File: config.mk
export PLATFORM = sky130hd
export DESIGN_NAME = seq_bin_bcd
export DESIGN_NICKNAME = d
export VERILOG_FILES = /design/src/rtl/seq_bin_bcd.sv
export SDC_FILE = /design/constraint.sdc
export NUM_CORES = 1
export LEC_CHECK = 0
export CAP_MARGIN = 20
export CORE_MARGIN = 4
export CORE_UTILIZATION = 55
export DETAILED_ROUTE_END_ITERATION = 10
export GPL_TIMING_DRIVEN = 0
export PLACE_DENSITY = 0.83
export SLEW_MARGIN = 20
export SYNTH_ARGS = -nofsm -noshare
export SYNTH_HDL_FRONTEND = slang
export SYNTH_SLANG_ARGS = --single-unit
File: constraint.sdc
create_clock -name clk -period 5.9 [get_ports clk]
set_clock_uncertainty 0.2 [all_clocks]
set_input_delay 1.475 -clock clk [delete_from_list [all_inputs] [get_ports clk]]
set_output_delay 1.475 -clock clk [all_outputs]
set_load 0.02 [all_outputs]
File: src/rtl/seq_bin_bcd.sv
// Sequential fixed-point binary to BCD converter: double-dabble for the integer part,
// multiply-by-ten for the fraction. Define SEQ_BIN_BCD_SIGNED_EN for two's complement input.
module seq_bin_bcd #(
  parameter int IN_W   = 10,
  parameter int FRAC_W = 2,
  parameter int DIGITS = 3
) (
  input  logic                                    clk,
  input  logic                                    rst_n,
  input  logic                                    start,
  input  logic [IN_W-1:0]                         bin,
  output logic                                    busy,
  output logic                                    done,
  output logic [4*DIGITS-1:0]                     bcd_int,
  output logic [4*((FRAC_W > 0) ? FRAC_W : 1)-1:0] bcd_frac,
  output logic                                    ovf,
  output logic                                    sign
);

  localparam int IW  = IN_W - FRAC_W;
  localparam int FW1 = (FRAC_W > 0) ? FRAC_W : 1;
  localparam int CW  = $clog2(IN_W + 1);

  function automatic int dec_digits(input int w);
    longint unsigned v;
    int n;
    v = (64'd1 << w) - 64'd1;
    n = 1;
    for (int i = 0; i < 20; i++) begin
      if (v >= 64'd10) begin
        v = v / 64'd10;
        n++;
      end
    end
    return n;
  endfunction

  // Accumulator digit count covers the full IW-bit range, not just DIGITS
  localparam int AD = dec_digits(IW);
  localparam int EW = (AD > DIGITS) ? AD : DIGITS;

  typedef enum logic [1:0] {IDLE, INT, FRAC, DONE} state_t;

  state_t              state_r;
  logic [IW-1:0]       int_sh_r;
  logic [4*AD-1:0]     acc_r;
  logic [FW1-1:0]      res_r;
  logic [4*FW1-1:0]    frac_acc_r;
  logic [CW-1:0]       cnt_r;
  logic                sign_pend_r;

  logic [IN_W-1:0]     mag_s;
  logic                sign_cap_s;
  logic [4*AD-1:0]     adj_s;
  logic [4*AD-1:0]     acc_nx_s;
  logic [FW1+3:0]      t_s;
  logic [3:0]          digit_s;
  logic [4*FW1-1:0]    frac_nx_s;
  logic [4*EW-1:0]     acc_ext_s;
  logic                ovf_s;
  logic [4*DIGITS-1:0] bcd_sat_s;

`ifdef SEQ_BIN_BCD_SIGNED_EN
  // Magnitude as IN_W bits so the most-negative input still fits
  always_comb begin
    if (bin[IN_W-1]) begin
      mag_s      = ~bin + IN_W'(1);
      sign_cap_s = 1'b1;
    end else begin
      mag_s      = bin;
      sign_cap_s = 1'b0;
    end
  end
`else
  assign mag_s      = bin;
  assign sign_cap_s = 1'b0;
`endif

  // One double-dabble step: add 3 to nibbles >= 5, then shift in the next integer bit
  always_comb begin
    adj_s = acc_r;
    for (int i = 0; i < AD; i++) begin
      if (acc_r[4*i +: 4] >= 4'd5) begin
        adj_s[4*i +: 4] = acc_r[4*i +: 4] + 4'd3;
      end else begin
        adj_s[4*i +: 4] = acc_r[4*i +: 4];
      end
    end
    if (state_r == INT) begin
      acc_nx_s = (adj_s << 1) | (4*AD)'(int_sh_r[IW-1]);
    end else begin
      acc_nx_s = acc_r;
    end
  end

  // Fraction step: residue times ten, integer part of the product is the next digit
  always_comb begin
    t_s     = ({4'd0, res_r} << 3) + ({4'd0, res_r} << 1);
    digit_s = t_s[FRAC_W +: 4];
    if (state_r == FRAC) begin
      frac_nx_s = (frac_acc_r << 4) | (4*FW1)'(digit_s);
    end else begin
      frac_nx_s = frac_acc_r;
    end
  end

  // Overflow detection and saturation of the integer digits
  always_comb begin
    acc_ext_s = (4*EW)'(acc_nx_s);
    ovf_s     = 1'b0;
    for (int i = 0; i < EW; i++) begin
      ovf_s = ovf_s | ((i >= DIGITS) && (acc_ext_s[4*i +: 4] != 4'd0));
    end
    bcd_sat_s = '0;
    for (int i = 0; i < DIGITS; i++) begin
      if (ovf_s) begin
        bcd_sat_s[4*i +: 4] = 4'd9;
      end else begin
        bcd_sat_s[4*i +: 4] = acc_ext_s[4*i +: 4];
      end
    end
  end

  // Control FSM with registered outputs
  always_ff @(posedge clk or negedge rst_n) begin
    if (!rst_n) begin
      state_r     <= IDLE;
      int_sh_r    <= '0;
      acc_r       <= '0;
      res_r       <= '0;
      frac_acc_r  <= '0;
      cnt_r       <= '0;
      sign_pend_r <= 1'b0;
      busy        <= 1'b0;
      done        <= 1'b0;
      bcd_int     <= '0;
      bcd_frac    <= '0;
      ovf         <= 1'b0;
      sign        <= 1'b0;
    end else begin
      case (state_r)
        IDLE, DONE: begin
          done <= 1'b0;
          if (start) begin
            int_sh_r    <= mag_s[IN_W-1:FRAC_W];
            res_r       <= (FRAC_W > 0) ? mag_s[FW1-1:0] : '0;
            acc_r       <= '0;
            frac_acc_r  <= '0;
            cnt_r       <= '0;
            sign_pend_r <= sign_cap_s;
            busy        <= 1'b1;
            state_r     <= (IW > 0) ? INT : FRAC;
          end else begin
            busy    <= 1'b0;
            state_r <= IDLE;
          end
        end
        INT: begin
          acc_r    <= acc_nx_s;
          int_sh_r <= int_sh_r << 1;
          cnt_r    <= cnt_r + CW'(1);
          if (cnt_r == CW'(IW - 1)) begin
            cnt_r <= '0;
            if (FRAC_W > 0) begin
              state_r <= FRAC;
            end else begin
              state_r  <= DONE;
              busy     <= 1'b0;
              done     <= 1'b1;
              bcd_int  <= bcd_sat_s;
              bcd_frac <= frac_nx_s;
              ovf      <= ovf_s;
              sign     <= sign_pend_r;
            end
          end
        end
        FRAC: begin
          res_r      <= t_s[FW1-1:0];
          frac_acc_r <= frac_nx_s;
          cnt_r      <= cnt_r + CW'(1);
          if (cnt_r == CW'(FRAC_W - 1)) begin
            cnt_r    <= '0;
            state_r  <= DONE;
            busy     <= 1'b0;
            done     <= 1'b1;
            bcd_int  <= bcd_sat_s;
            bcd_frac <= frac_nx_s;
            ovf      <= ovf_s;
            sign     <= sign_pend_r;
          end
        end
        default: begin
          state_r <= IDLE;
          busy    <= 1'b0;
          done    <= 1'b0;
        end
      endcase
    end
  end

endmodule
==> results.txt <==
The critical path goes through clkdlybuf4s50_1, buf_2, nand2b_1, o21ai_1, clkbuf_1, o21ai_0. For the finished layout, the period the worst path requires is roughly 3.4 ns. Dividing total power by cell area gives a power density of ~550 nW/um^2. The HPWL after detailed placement is around 4000 um.

Setup repair after global routing left no endpoint under its margin. The arrival time at the worst endpoint is around 3.4 ns. The number of buffers on the longest clock path is 2. The number of warnings reported in the yosys synthesis log came out at 0. The effective utilization at floorplan is roughly three fifths. The layout net count came out at roughly 340. The cell area after synthesis is ~2600 sq um. Headroom to the max-slew limit came out at between 50% and 60%. The count of buffers added on input and output ports is 32.

The actual transition at the worst max-transition pin is just under 0.7 ns. Routability-driven placement finished with a final weighted congestion of 0.868. The number of distinct standard cells referenced by the synthesized netlist came out at 40. The initialized floorplan defines 24 standard-cell rows. The via count of the first global-routing pass is roughly 2.1k. The largest individual stage delay along the critical path comes from the cell sky130_fd_sc_hd__o21ai_1. The dominant register cell in the synthesized netlist is sky130_fd_sc_hd__dfrtp_1. The worst register-to-register path begins at state_r[0]. The count of unresolved DRC violations after routing is 0. The post-CTS setup buffer count is 0. The number of diodes is 0. The post-cts repair resize count came out at 0. The part of the cycle the worst path needs is a little under three fifths. In this run the worst setup path begins at start. The total global routing track utilization is about a fifth.

The number of enable-type register cells in the synthesized netlist is 0. The core outline area came out at between 4000 and 5000 sq um. The area growth from synthesis to layout is 19.5%. The maximum number of pins on one net before global-route repair came out at 28. The clock drives 48 sinks. The final-report max-slew violation count is 0. The total overflow reported by the global router came out at 0. The clock-pin slew reported for the worst setup and hold paths after clock tree synthesis is 0.08 ns. Overall power consumption after layout is estimated at 1.70 mW. Setup violations remaining at the end of the flow were counted as 0. The first global-routing pass estimated 9610 um of wire. The fraction of layout instances using a drive strength above 1 is 9.97%. After technology mapping, the gate count stands at between 200 and 300. The number of failing hold endpoints at the final stage was 0. The classification of the worst-slack hold path is flop to flop.

The overall die height is 76.5 um. The share of the synthesized area in the top cell type came out at 46.5%. STA puts the critical path data required time at 5.86 ns.

The type of the setup path with the least slack is primary input to flop. Dividing the synthesized area by the synthesized cell count gives 9.32 sq um. The clock tree from TritonCTS is built. The dominant cell by count in the synthesized netlist is sky130_fd_sc_hd__dfrtp_1. Based on the critical path, the design can be clocked at up to between 0.2 and 0.3 GHz.

In the post-synthesis netlist, the biggest area contributors are sky130_fd_sc_hd__dfrtp_1, sky130_fd_sc_hd__nand2_1, sky130_fd_sc_hd__o21ai_0. The total leakage power came out at about 1.4 nW. The final routed wire length divided by cell count came out at approximately 15 um. The number of CTS-inserted buffers is 5.

The clock latency on the worst-skew pair came out at around 0.3 ns. The number of search-and-repair iterations in the first detailed-routing pass came out at 5. The minimum setup slack after placement is 2.21 ns.

Dividing the detail-routed via count by the number of cells gives roughly 5.8. The number of synthesized register bits is 48. The sum of negative setup slack came out at 0 ns. Of all flip-flops after synthesis, the portion carrying an async set or reset was 100%. The stage delay of the slowest cell on the critical path came out at approximately 0.42 ns. The maximum vdd drop is slightly below 0.0003 V.

The wire length reported by the detailed router is around 5700 um. After synthesis, the most frequently instantiated cells are sky130_fd_sc_hd__dfrtp_1, sky130_fd_sc_hd__nand2_1, sky130_fd_sc_hd__o21ai_0. The total die area came out at a little under 6000 sq um. The width of the die is about 77 um.

In this run the most critical hold path is launched from bcd_int[11]. The initial DRC count came out at between 200 and 250. Max-cap violations in this run came to 0. The top-level port count is 37. The flow ran to the end, and the final reports show no timing, DRC or antenna violations. Along the worst path, the maximum fanout reaches 10. The initial antenna violation count was 0.

The level count of the clock H-tree is 2. Summing the sequential cell areas from Yosys gives 46.5% of the chip area. The post-route worst setup slack came out at between 2 and 3 ns. The remaining antenna violation count after routing is 0. The cell sitting at the root of the clock tree is a sky130_fd_sc_hd__clkbuf_8.

The cell accounting for the most synthesized area is sky130_fd_sc_hd__dfrtp_1. At the end of the flow the core is filled with cells to a little over two thirds. Summing over every cut layer, the via total after detailed routing is 2168. STA classifies the critical path endpoint as a flop. The number of buffers added to fix hold violations after cts is 0. The kind of start point of the critical path is a primary input.
registers in the layout (all words and copies together), names as in the netlist:
signal	flops
acc_r	12
bcd_int	12
int_sh_r	8
bcd_frac	4
cnt_r	4
frac_acc_r	2
res_r	2
state_r	2
busy	1
done	1
worst max-delay path: cells and delay by family:
kind	cells	cell delay, ns
AOI/OAI and AO/OA	2	0.59
buffers and inverters	3	1.01
and+or+nand+nor	1	0.27
worst paths after layout:
check,to,slack [ns],depth (start not counted)
max,int_sh_r[4],2.51,6
min,bcd_int[11],0.28,2
max reg2reg,int_sh_r[4],3.36,6
min reg2reg,bcd_int[11],0.28,2
max in group asynchronous,int_sh_r[6],4.06,2
min in group asynchronous,bcd_int[3],0.93,1
per-layer routing:
layer | up-vias | part of all wire [%] | track usage (%)
li1 | 1049 | - | -
met1 | 1021 | 46 | 27.0
met2 | 90 | 46 | 32.8
met3 | 8 | 6.2 | 3.66
met4 | 0 | 1.6 | 7.61
met5 | - | 0 | 0
logic make-up after synthesis:
kind of cell | synth area share [%]
and+or+nand+nor | 16.6
DFF | 46.5
adders and majority gates | 4.84
AOI/OAI and AO/OA | 17.6
buffers and inverters | 6.44
other | 0.145
xor gates and xnor gates | 1.02
muxes | 6.88
cells in the final DEF (no fill, tap or decap), types with 6 or more instances in the layout:
cell type                         synthesis  routed
sky130_fd_sc_hd__a31oi_1                  6       6
sky130_fd_sc_hd__buf_4                    6       6
sky130_fd_sc_hd__dfrtp_1                 48      48
sky130_fd_sc_hd__nor3_1                  14      14
sky130_fd_sc_hd__nor2_1                  13      13
sky130_fd_sc_hd__a21oi_1                 17      17
sky130_fd_sc_hd__ha_1                    10      10
sky130_fd_sc_hd__inv_1                   12      12
sky130_fd_sc_hd__mux2_2                   6       6
sky130_fd_sc_hd__nand2b_1                 6       6
sky130_fd_sc_hd__mux2i_1                 11      11
sky130_fd_sc_hd__a22o_1                   7       7
sky130_fd_sc_hd__nand2_1                 35      35
sky130_fd_sc_hd__clkbuf_8                 0       6
sky130_fd_sc_hd__clkdlybuf4s50_1          0      31
sky130_fd_sc_hd__o21ai_0                 26      26
sky130_fd_sc_hd__clkbuf_1                10      10
sky130_fd_sc_hd__buf_2                    7       8
cell type report:
type	count	area (sq um)
fillers	351	1360
clock buffers	6	82.6
flip-flops and latches	48	1200
inverters	12	45.0
plain buffers	24	121
repair buffers	33	335
well taps	52	65.1
multi-input cells	196	1230
clock inverters	2	10.0
through the flow:
| stage | hold slack, ns | cells | cell area [sq um] |
|---|---|---|---|
| detailed placement | 0.270 | 365 | 2990 |
| finish | 0.281 | 373 | 3090 |
| global placement | 0.259 | 364 | 2980 |
| global route | 0.320 | 373 | 3090 |
| CTS | 0.289 | 373 | 3090 |
| floorplan | 0.245 | 280 | 2590 |
where the power goes:
part	switching (mW)	internal (mW)
sequential	0.0935	0.462
combinational	0.565	0.372
clock	0.109	0.0937
(Power assumes the default switching activity.)
